## src/rtl/alu_pkg.sv

```systemverilog
// Shared ALU control encodings: abstract opcodes, slice operations, compare
// selects and the per-slice control bundle consumed by the ALU array.
package alu_pkg;

  localparam logic [3:0] OP_ADD  = 4'd0;
  localparam logic [3:0] OP_SUB  = 4'd1;
  localparam logic [3:0] OP_AND  = 4'd2;
  localparam logic [3:0] OP_OR   = 4'd3;
  localparam logic [3:0] OP_NOR  = 4'd4;
  localparam logic [3:0] OP_NAND = 4'd5;
  localparam logic [3:0] OP_SLT  = 4'd6;
  localparam logic [3:0] OP_SGT  = 4'd7;
  localparam logic [3:0] OP_SLE  = 4'd8;
  localparam logic [3:0] OP_SGE  = 4'd9;
  localparam logic [3:0] OP_SEQ  = 4'd10;
  localparam logic [3:0] OP_SNE  = 4'd11;

  localparam logic [1:0] SLICE_AND = 2'd0;
  localparam logic [1:0] SLICE_OR  = 2'd1;
  localparam logic [1:0] SLICE_SUM = 2'd2;
  localparam logic [1:0] SLICE_CMP = 2'd3;

  localparam logic [2:0] BONUS_LT   = 3'd0;
  localparam logic [2:0] BONUS_GT   = 3'd1;
  localparam logic [2:0] BONUS_LE   = 3'd2;
  localparam logic [2:0] BONUS_GE   = 3'd3;
  localparam logic [2:0] BONUS_EQ   = 3'd4;
  localparam logic [2:0] BONUS_NE   = 3'd5;
  localparam logic [2:0] BONUS_ZERO = 3'd7;

  typedef struct packed {
    logic       a_invert;
    logic       b_invert;
    logic       cin;
    logic [1:0] operation;
    logic [2:0] bonus_op;
    logic       illegal;
  } alu_ctrl_t;

endpackage

```

## src/rtl/alu_issue_stage_if.sv

```systemverilog
// Handshake and payload bundle between the upstream issuer and the ALU issue
// stage; master drives requests and consumes the decoded bundle.
interface alu_issue_stage_if #(
  parameter int WIDTH = 32
);
  logic             in_valid_i;
  logic             in_ready_o;
  logic [3:0]       in_op_i;
  logic [WIDTH-1:0] in_src1_i;
  logic [WIDTH-1:0] in_src2_i;
  logic             out_valid_o;
  logic             out_ready_i;
  logic [WIDTH-1:0] out_src1_o;
  logic [WIDTH-1:0] out_src2_o;
  logic             out_a_invert_o;
  logic             out_b_invert_o;
  logic             out_cin_o;
  logic [1:0]       out_operation_o;
  logic [2:0]       out_bonus_op_o;
  logic             out_illegal_o;

  modport master (
    output in_valid_i, in_op_i, in_src1_i, in_src2_i, out_ready_i,
    input  in_ready_o, out_valid_o, out_src1_o, out_src2_o, out_a_invert_o,
           out_b_invert_o, out_cin_o, out_operation_o, out_bonus_op_o, out_illegal_o
  );

  modport slave (
    input  in_valid_i, in_op_i, in_src1_i, in_src2_i, out_ready_i,
    output in_ready_o, out_valid_o, out_src1_o, out_src2_o, out_a_invert_o,
           out_b_invert_o, out_cin_o, out_operation_o, out_bonus_op_o, out_illegal_o
  );
endinterface

```

## src/rtl/alu_ctrl_decode.sv

```systemverilog
// Combinational opcode-to-slice-control decoder, shared with the single-cycle
// datapath. Unknown opcodes select a constant-zero compare and flag illegal.
module alu_ctrl_decode
  import alu_pkg::*;
(
  input  logic [3:0] op,
  output alu_ctrl_t  ctrl
);

  always_comb begin
    ctrl = '0;
    case (op)
      OP_ADD:  ctrl.operation = SLICE_SUM;
      OP_SUB:  begin ctrl.b_invert = 1'b1; ctrl.cin = 1'b1; ctrl.operation = SLICE_SUM; end
      OP_AND:  ctrl.operation = SLICE_AND;
      OP_OR:   ctrl.operation = SLICE_OR;
      // De Morgan: ~a & ~b is NOR, ~a | ~b is NAND
      OP_NOR:  begin ctrl.a_invert = 1'b1; ctrl.b_invert = 1'b1; ctrl.operation = SLICE_AND; end
      OP_NAND: begin ctrl.a_invert = 1'b1; ctrl.b_invert = 1'b1; ctrl.operation = SLICE_OR; end
      OP_SLT, OP_SGT, OP_SLE, OP_SGE, OP_SEQ, OP_SNE: begin
        ctrl.b_invert  = 1'b1;
        ctrl.cin       = 1'b1;
        ctrl.operation = SLICE_CMP;
        case (op)
          OP_SLT:  ctrl.bonus_op = BONUS_LT;
          OP_SGT:  ctrl.bonus_op = BONUS_GT;
          OP_SLE:  ctrl.bonus_op = BONUS_LE;
          OP_SGE:  ctrl.bonus_op = BONUS_GE;
          OP_SEQ:  ctrl.bonus_op = BONUS_EQ;
          default: ctrl.bonus_op = BONUS_NE;
        endcase
      end
      default: begin
        ctrl.operation = SLICE_CMP;
        ctrl.bonus_op  = BONUS_ZERO;
        ctrl.illegal   = 1'b1;
      end
    endcase
  end

endmodule

```

## src/rtl/alu_issue_stage.sv

```systemverilog
// Registered ALU issue stage: decodes the opcode and holds it in a main/skid pair
// so in_ready_o is purely registered. Define ALU_ISSUE_PERF_EN for perf counters.
module alu_issue_stage
  import alu_pkg::*;
#(
  parameter int WIDTH = 32
) (
  input  logic              clk_i,
  input  logic              rst_i,
  alu_issue_stage_if.slave  bus
`ifdef ALU_ISSUE_PERF_EN
  ,
  output logic [31:0]       issue_cnt_o,
  output logic [31:0]       stall_cnt_o
`endif
);

  typedef enum logic [1:0] {EMPTY, ONE, FULL} state_t;

  state_t           state_reg;
  logic             out_valid_reg;
  logic             in_ready_reg;
  alu_ctrl_t        in_ctrl;
  alu_ctrl_t        main_ctrl_reg;
  alu_ctrl_t        skid_ctrl_reg;
  logic [WIDTH-1:0] main_src1_reg;
  logic [WIDTH-1:0] main_src2_reg;
  logic [WIDTH-1:0] skid_src1_reg;
  logic [WIDTH-1:0] skid_src2_reg;
  logic             accept;
  logic             emit;

  alu_ctrl_decode u_decode (
    .op   (bus.in_op_i),
    .ctrl (in_ctrl)
  );

  assign accept = bus.in_valid_i && in_ready_reg;
  assign emit   = out_valid_reg && bus.out_ready_i;

  always_ff @(posedge clk_i) begin
    if (rst_i) begin
      state_reg     <= EMPTY;
      out_valid_reg <= 1'b0;
      in_ready_reg  <= 1'b1;
      main_ctrl_reg <= '0;
      skid_ctrl_reg <= '0;
      main_src1_reg <= '0;
      main_src2_reg <= '0;
      skid_src1_reg <= '0;
      skid_src2_reg <= '0;
    end else begin
      case (state_reg)
        EMPTY: begin
          if (accept) begin
            main_ctrl_reg <= in_ctrl;
            main_src1_reg <= bus.in_src1_i;
            main_src2_reg <= bus.in_src2_i;
            out_valid_reg <= 1'b1;
            state_reg     <= ONE;
          end
        end
        ONE: begin
          if (accept && emit) begin
            main_ctrl_reg <= in_ctrl;
            main_src1_reg <= bus.in_src1_i;
            main_src2_reg <= bus.in_src2_i;
          end else if (accept) begin
            // Downstream stalled: park the new op so upstream never sees a comb ready.
            skid_ctrl_reg <= in_ctrl;
            skid_src1_reg <= bus.in_src1_i;
            skid_src2_reg <= bus.in_src2_i;
            in_ready_reg  <= 1'b0;
            state_reg     <= FULL;
          end else if (emit) begin
            out_valid_reg <= 1'b0;
            state_reg     <= EMPTY;
          end
        end
        FULL: begin
          if (emit) begin
            main_ctrl_reg <= skid_ctrl_reg;
            main_src1_reg <= skid_src1_reg;
            main_src2_reg <= skid_src2_reg;
            in_ready_reg  <= 1'b1;
            state_reg     <= ONE;
          end
        end
        default: begin
          out_valid_reg <= 1'b0;
          in_ready_reg  <= 1'b1;
          state_reg     <= EMPTY;
        end
      endcase
    end
  end

  assign bus.in_ready_o      = in_ready_reg;
  assign bus.out_valid_o     = out_valid_reg;
  assign bus.out_src1_o      = main_src1_reg;
  assign bus.out_src2_o      = main_src2_reg;
  assign bus.out_a_invert_o  = main_ctrl_reg.a_invert;
  assign bus.out_b_invert_o  = main_ctrl_reg.b_invert;
  assign bus.out_cin_o       = main_ctrl_reg.cin;
  assign bus.out_operation_o = main_ctrl_reg.operation;
  assign bus.out_bonus_op_o  = main_ctrl_reg.bonus_op;
  assign bus.out_illegal_o   = main_ctrl_reg.illegal;

`ifdef ALU_ISSUE_PERF_EN
  logic [31:0] issue_cnt_reg;
  logic [31:0] stall_cnt_reg;

  always_ff @(posedge clk_i) begin
    if (rst_i) begin
      issue_cnt_reg <= '0;
      stall_cnt_reg <= '0;
    end else begin
      if (emit)
        issue_cnt_reg <= issue_cnt_reg + 32'd1;
      if (out_valid_reg && !bus.out_ready_i)
        stall_cnt_reg <= stall_cnt_reg + 32'd1;
    end
  end

  assign issue_cnt_o = issue_cnt_reg;
  assign stall_cnt_o = stall_cnt_reg;
`endif

endmodule

```

## src/flat_wrapper.sv

```systemverilog
// flat-port wrapper written by rule: the top's interface ports become plain ports
module alu_issue_stage_flat import alu_pkg::*;
#(
  parameter int WIDTH = 32
)
  (clk_i, rst_i, bus_in_valid_i, bus_in_op_i, bus_in_src1_i, bus_in_src2_i, bus_out_ready_i, bus_in_ready_o, bus_out_valid_o, bus_out_src1_o, bus_out_src2_o, bus_out_a_invert_o, bus_out_b_invert_o, bus_out_cin_o, bus_out_operation_o, bus_out_bonus_op_o, bus_out_illegal_o);
  alu_issue_stage_if #(.WIDTH(WIDTH)) bus_i ();
  input  logic clk_i;
  input  logic rst_i;
  input wire logic [$bits(bus_i.in_valid_i)-1:0] bus_in_valid_i;
  input wire logic [$bits(bus_i.in_op_i)-1:0] bus_in_op_i;
  input wire logic [$bits(bus_i.in_src1_i)-1:0] bus_in_src1_i;
  input wire logic [$bits(bus_i.in_src2_i)-1:0] bus_in_src2_i;
  input wire logic [$bits(bus_i.out_ready_i)-1:0] bus_out_ready_i;
  output wire logic [$bits(bus_i.in_ready_o)-1:0] bus_in_ready_o;
  output wire logic [$bits(bus_i.out_valid_o)-1:0] bus_out_valid_o;
  output wire logic [$bits(bus_i.out_src1_o)-1:0] bus_out_src1_o;
  output wire logic [$bits(bus_i.out_src2_o)-1:0] bus_out_src2_o;
  output wire logic [$bits(bus_i.out_a_invert_o)-1:0] bus_out_a_invert_o;
  output wire logic [$bits(bus_i.out_b_invert_o)-1:0] bus_out_b_invert_o;
  output wire logic [$bits(bus_i.out_cin_o)-1:0] bus_out_cin_o;
  output wire logic [$bits(bus_i.out_operation_o)-1:0] bus_out_operation_o;
  output wire logic [$bits(bus_i.out_bonus_op_o)-1:0] bus_out_bonus_op_o;
  output wire logic [$bits(bus_i.out_illegal_o)-1:0] bus_out_illegal_o;
  assign bus_i.in_valid_i = bus_in_valid_i;
  assign bus_i.in_op_i = bus_in_op_i;
  assign bus_i.in_src1_i = bus_in_src1_i;
  assign bus_i.in_src2_i = bus_in_src2_i;
  assign bus_i.out_ready_i = bus_out_ready_i;
  assign bus_in_ready_o = bus_i.in_ready_o;
  assign bus_out_valid_o = bus_i.out_valid_o;
  assign bus_out_src1_o = bus_i.out_src1_o;
  assign bus_out_src2_o = bus_i.out_src2_o;
  assign bus_out_a_invert_o = bus_i.out_a_invert_o;
  assign bus_out_b_invert_o = bus_i.out_b_invert_o;
  assign bus_out_cin_o = bus_i.out_cin_o;
  assign bus_out_operation_o = bus_i.out_operation_o;
  assign bus_out_bonus_op_o = bus_i.out_bonus_op_o;
  assign bus_out_illegal_o = bus_i.out_illegal_o;
  alu_issue_stage #(.WIDTH(WIDTH)) u_core (.clk_i(clk_i), .rst_i(rst_i), .bus(bus_i));
endmodule
```

## config.mk

```make
export PLATFORM = sky130hd
export DESIGN_NAME = alu_issue_stage_flat
export DESIGN_NICKNAME = d
export VERILOG_FILES = /design/src/rtl/alu_pkg.sv /design/src/rtl/alu_issue_stage_if.sv /design/src/rtl/alu_ctrl_decode.sv /design/src/rtl/alu_issue_stage.sv /design/src/flat_wrapper.sv
export SDC_FILE = /design/constraint.sdc
export NUM_CORES = 1
export LEC_CHECK = 0
export BUFFER_PORTS_ARGS = -buffer_cell sky130_fd_sc_hd__buf_2
export CORE_ASPECT_RATIO = 1.5
export CORE_MARGIN = 2
export CORE_UTILIZATION = 45
export DETAILED_ROUTE_END_ITERATION = 8
export PLACE_DENSITY_LB_ADDON = 0.12
export SLEW_MARGIN = 40
export SYNTH_ARGS = -nofsm -noshare
export SYNTH_HDL_FRONTEND = slang
export SYNTH_SLANG_ARGS = --single-unit
```

## constraint.sdc

```tcl
create_clock -name clk_i -period 2 [get_ports clk_i]
set_input_delay 0.1 -clock clk_i [delete_from_list [all_inputs] [get_ports clk_i]]
set_output_delay 0.1 -clock clk_i [all_outputs]
set_load 0.05 [all_outputs]
```

==> run metrics <==
EDFF count, synth=0; RSZ-0062 raised after global routing=false; Post-Syn Nets=838; root buffer cell=clkbuf_16; mean post-synth cell area=7.79 sq um; register area=3000 sq um; first-pass GRT wire length=26300 microns; die width=98.0 microns; Gate Count Post-Synth=766; 1st-iter DRT viols=243; Via Count=5861; Worst Tran Pin Value=437 ps; Final period util=0.924; Leak=3.29 nW; total power=8.51 mW; TritonCTS clock tree=built; grt total ovfl=0; Final Setup Violations=0; Crit Path Category=register to register; antenna cells=0; most common cell after layout, fill and taps aside=nand2_1; Worst slew margin=0.709; setup TNS=0 ps; crit path DAT=2150 ps; status=finished clean; sequential share of the synthesized area=0.503; Longest Clk Path Bufs=2; drc violations=0; fillers=1162; commonest non-fill, non-tap cells in the layout=nand2_1, dfxtp_1, buf_2; post-cts resize count=0; Synth Cell Area=5970 sq um; max-slew violations=0; Fin. Hold Viols=0; Detail Route Antenna Nets=0; Routed WL=15600 microns; final net count=1016; vias in the first global route=5571; I/O pins=147; Worst setup EP type=register; Placer Congestion=0.698; # clock sinks=150; Starting Density=0.461; FP Rows=51; multi-input logic area=2660 sq um; post-synthesis sequential element count=150; GRT Resource Usage Total=0.220; worst-skew pair later-pin latency=410 ps; fin area=8020 sq um; Max Clock Skew=11.6 ps; total power divided by cell area=1060 nW/um^2; WL per Instance=14.0 microns; initial antenna violation count=0; share of post-route cells with drive strength above 1=0.211; Critical Path Fanout Max=100; detailed placer's ending HPWL=9710 microns; CTS Buf Count=17; worst IR drop on VDD=0.609 mV; Netlist cell types=32; min Tclk post-route=1850 ps; die area=14200 sq um; Crit path required time=2300 ps; Worst Hold Class=primary input to register; I/O Buffers=146; synthesis-to-finish area growth=34.5%; fmax=541 MHz; Post-synth top flop=dfxtp_1; final cell utilization of the core=0.619; Post-synth ARST share=0; largest net degree at the start of global routing=101; yosys warns=0; core area=13000 sq um; Max-cap violations=0; Worst setup SP type=register; average vias per placed instance=5.25; 1st-pass router iterations=5; DP Cell Count=1020; Final Non-Filler Cells=1116; Die Ht=145 microns; htree depth=4; clock slew at reported path FFs=60 ps; DP Area=6800 sq um
[kinds of logic (layout without fill, tap and decap cells)]
| group | after synthesis | after routing | synth area share |
|---|---|---|---|
| simple gates | 373 | 373 | 0.242 |
| buf+inv | 71 | 262 | 0.0541 |
| fa+ha+maj | 1 | 1 | 0.00168 |
| compound gates | 170 | 170 | 0.198 |
| flops | 150 | 150 | 0.503 |
| xor+xnor | 1 | 1 | 0.00147 |
[through the flow]
stage	hold WS [ps]	setup WS (ps)
final	32.6	152
after global routing	49.2	6.57
after CTS	18.8	183
after detailed placement	358	211
after global placement	353	280
after floorplan	236	148
[critical path, cell delays in order, from the launching register on]
cell and delay [ps]:
dfxtp_1 480, nand3b_1 250, o22ai_4 210, buf_12 370, nor2_1 90, a311oi_1 280
[synth_stat cells (2+ instances only)]
| library cell | n | area, sq um |
|---|---|---|
| a211oi_1 | 2 | 15.0 |
| nor2_1 | 76 | 285 |
| nand3_1 | 9 | 45.0 |
| nor3b_1 | 2 | 15.0 |
| a211o_1 | 3 | 26.3 |
| buf_4 | 10 | 75.1 |
| buf_2 | 15 | 75.1 |
| inv_1 | 3 | 11.3 |
| a311oi_1 | 71 | 622 |
| o211ai_1 | 4 | 30.0 |
| nor2b_1 | 2 | 12.5 |
| nand2b_1 | 3 | 18.8 |
| clkbuf_1 | 43 | 161 |
| nand2_1 | 277 | 1040 |
| a21oi_1 | 80 | 400 |
| dfxtp_1 | 150 | 3000 |
[layout make-up]
class                      count  area share
inverter                       3     0.00140
timing repair buffer         227       0.195
clock buffer                  18      0.0535
clock inverter                14      0.0189
sequential                   150       0.374
tap                          159      0.0248
multi-input combinational    545       0.332
[layer usage]
metal | share of wire | up-vias | GRT usage
li1 | - | 2956 | -
met1 | 0.42 | 2730 | 0.265
met2 | 0.52 | 163 | 0.390
met3 | 0.054 | 12 | 0.0443
met4 | 0.013 | 0 | 0.0681
met5 | 0 | - | 0
[worst paths after layout]
path | startpoint | endpoint | slack [ps] | depth (start not counted)
worst min-delay path | bus_in_op_i[0] | u_core.skid_ctrl_reg[1] | 30 | 3
worst min register to register | u_core.bus.out_bonus_op_o[0] | u_core.bus.out_bonus_op_o[0] | 450 | 2
worst max-delay path | u_core.bus.in_ready_o | u_core.bus.out_src2_o[8] | 150 | 5
worst max register to register | u_core.bus.in_ready_o | u_core.bus.out_src2_o[8] | 150 | 5
[what timing repair did]
| action | 4_1_cts | 5_1_grt |
|---|---|---|
| hold buffers | 64 | 0 |
| endpoints found under the hold margin | 128 | 0 |
| setup buffers | 0 | 0 |
[power breakdown]
group	switching, mW	leakage, nW	internal, mW	total (mW)
clock network	1.25	0.281	1.85	3.10
logic	1.41	1.78	0.583	1.99
registers	0.148	1.23	3.27	3.42
total	2.81	3.29	5.70	8.51
No activity file was read; power rests on OpenSTA's default activity.
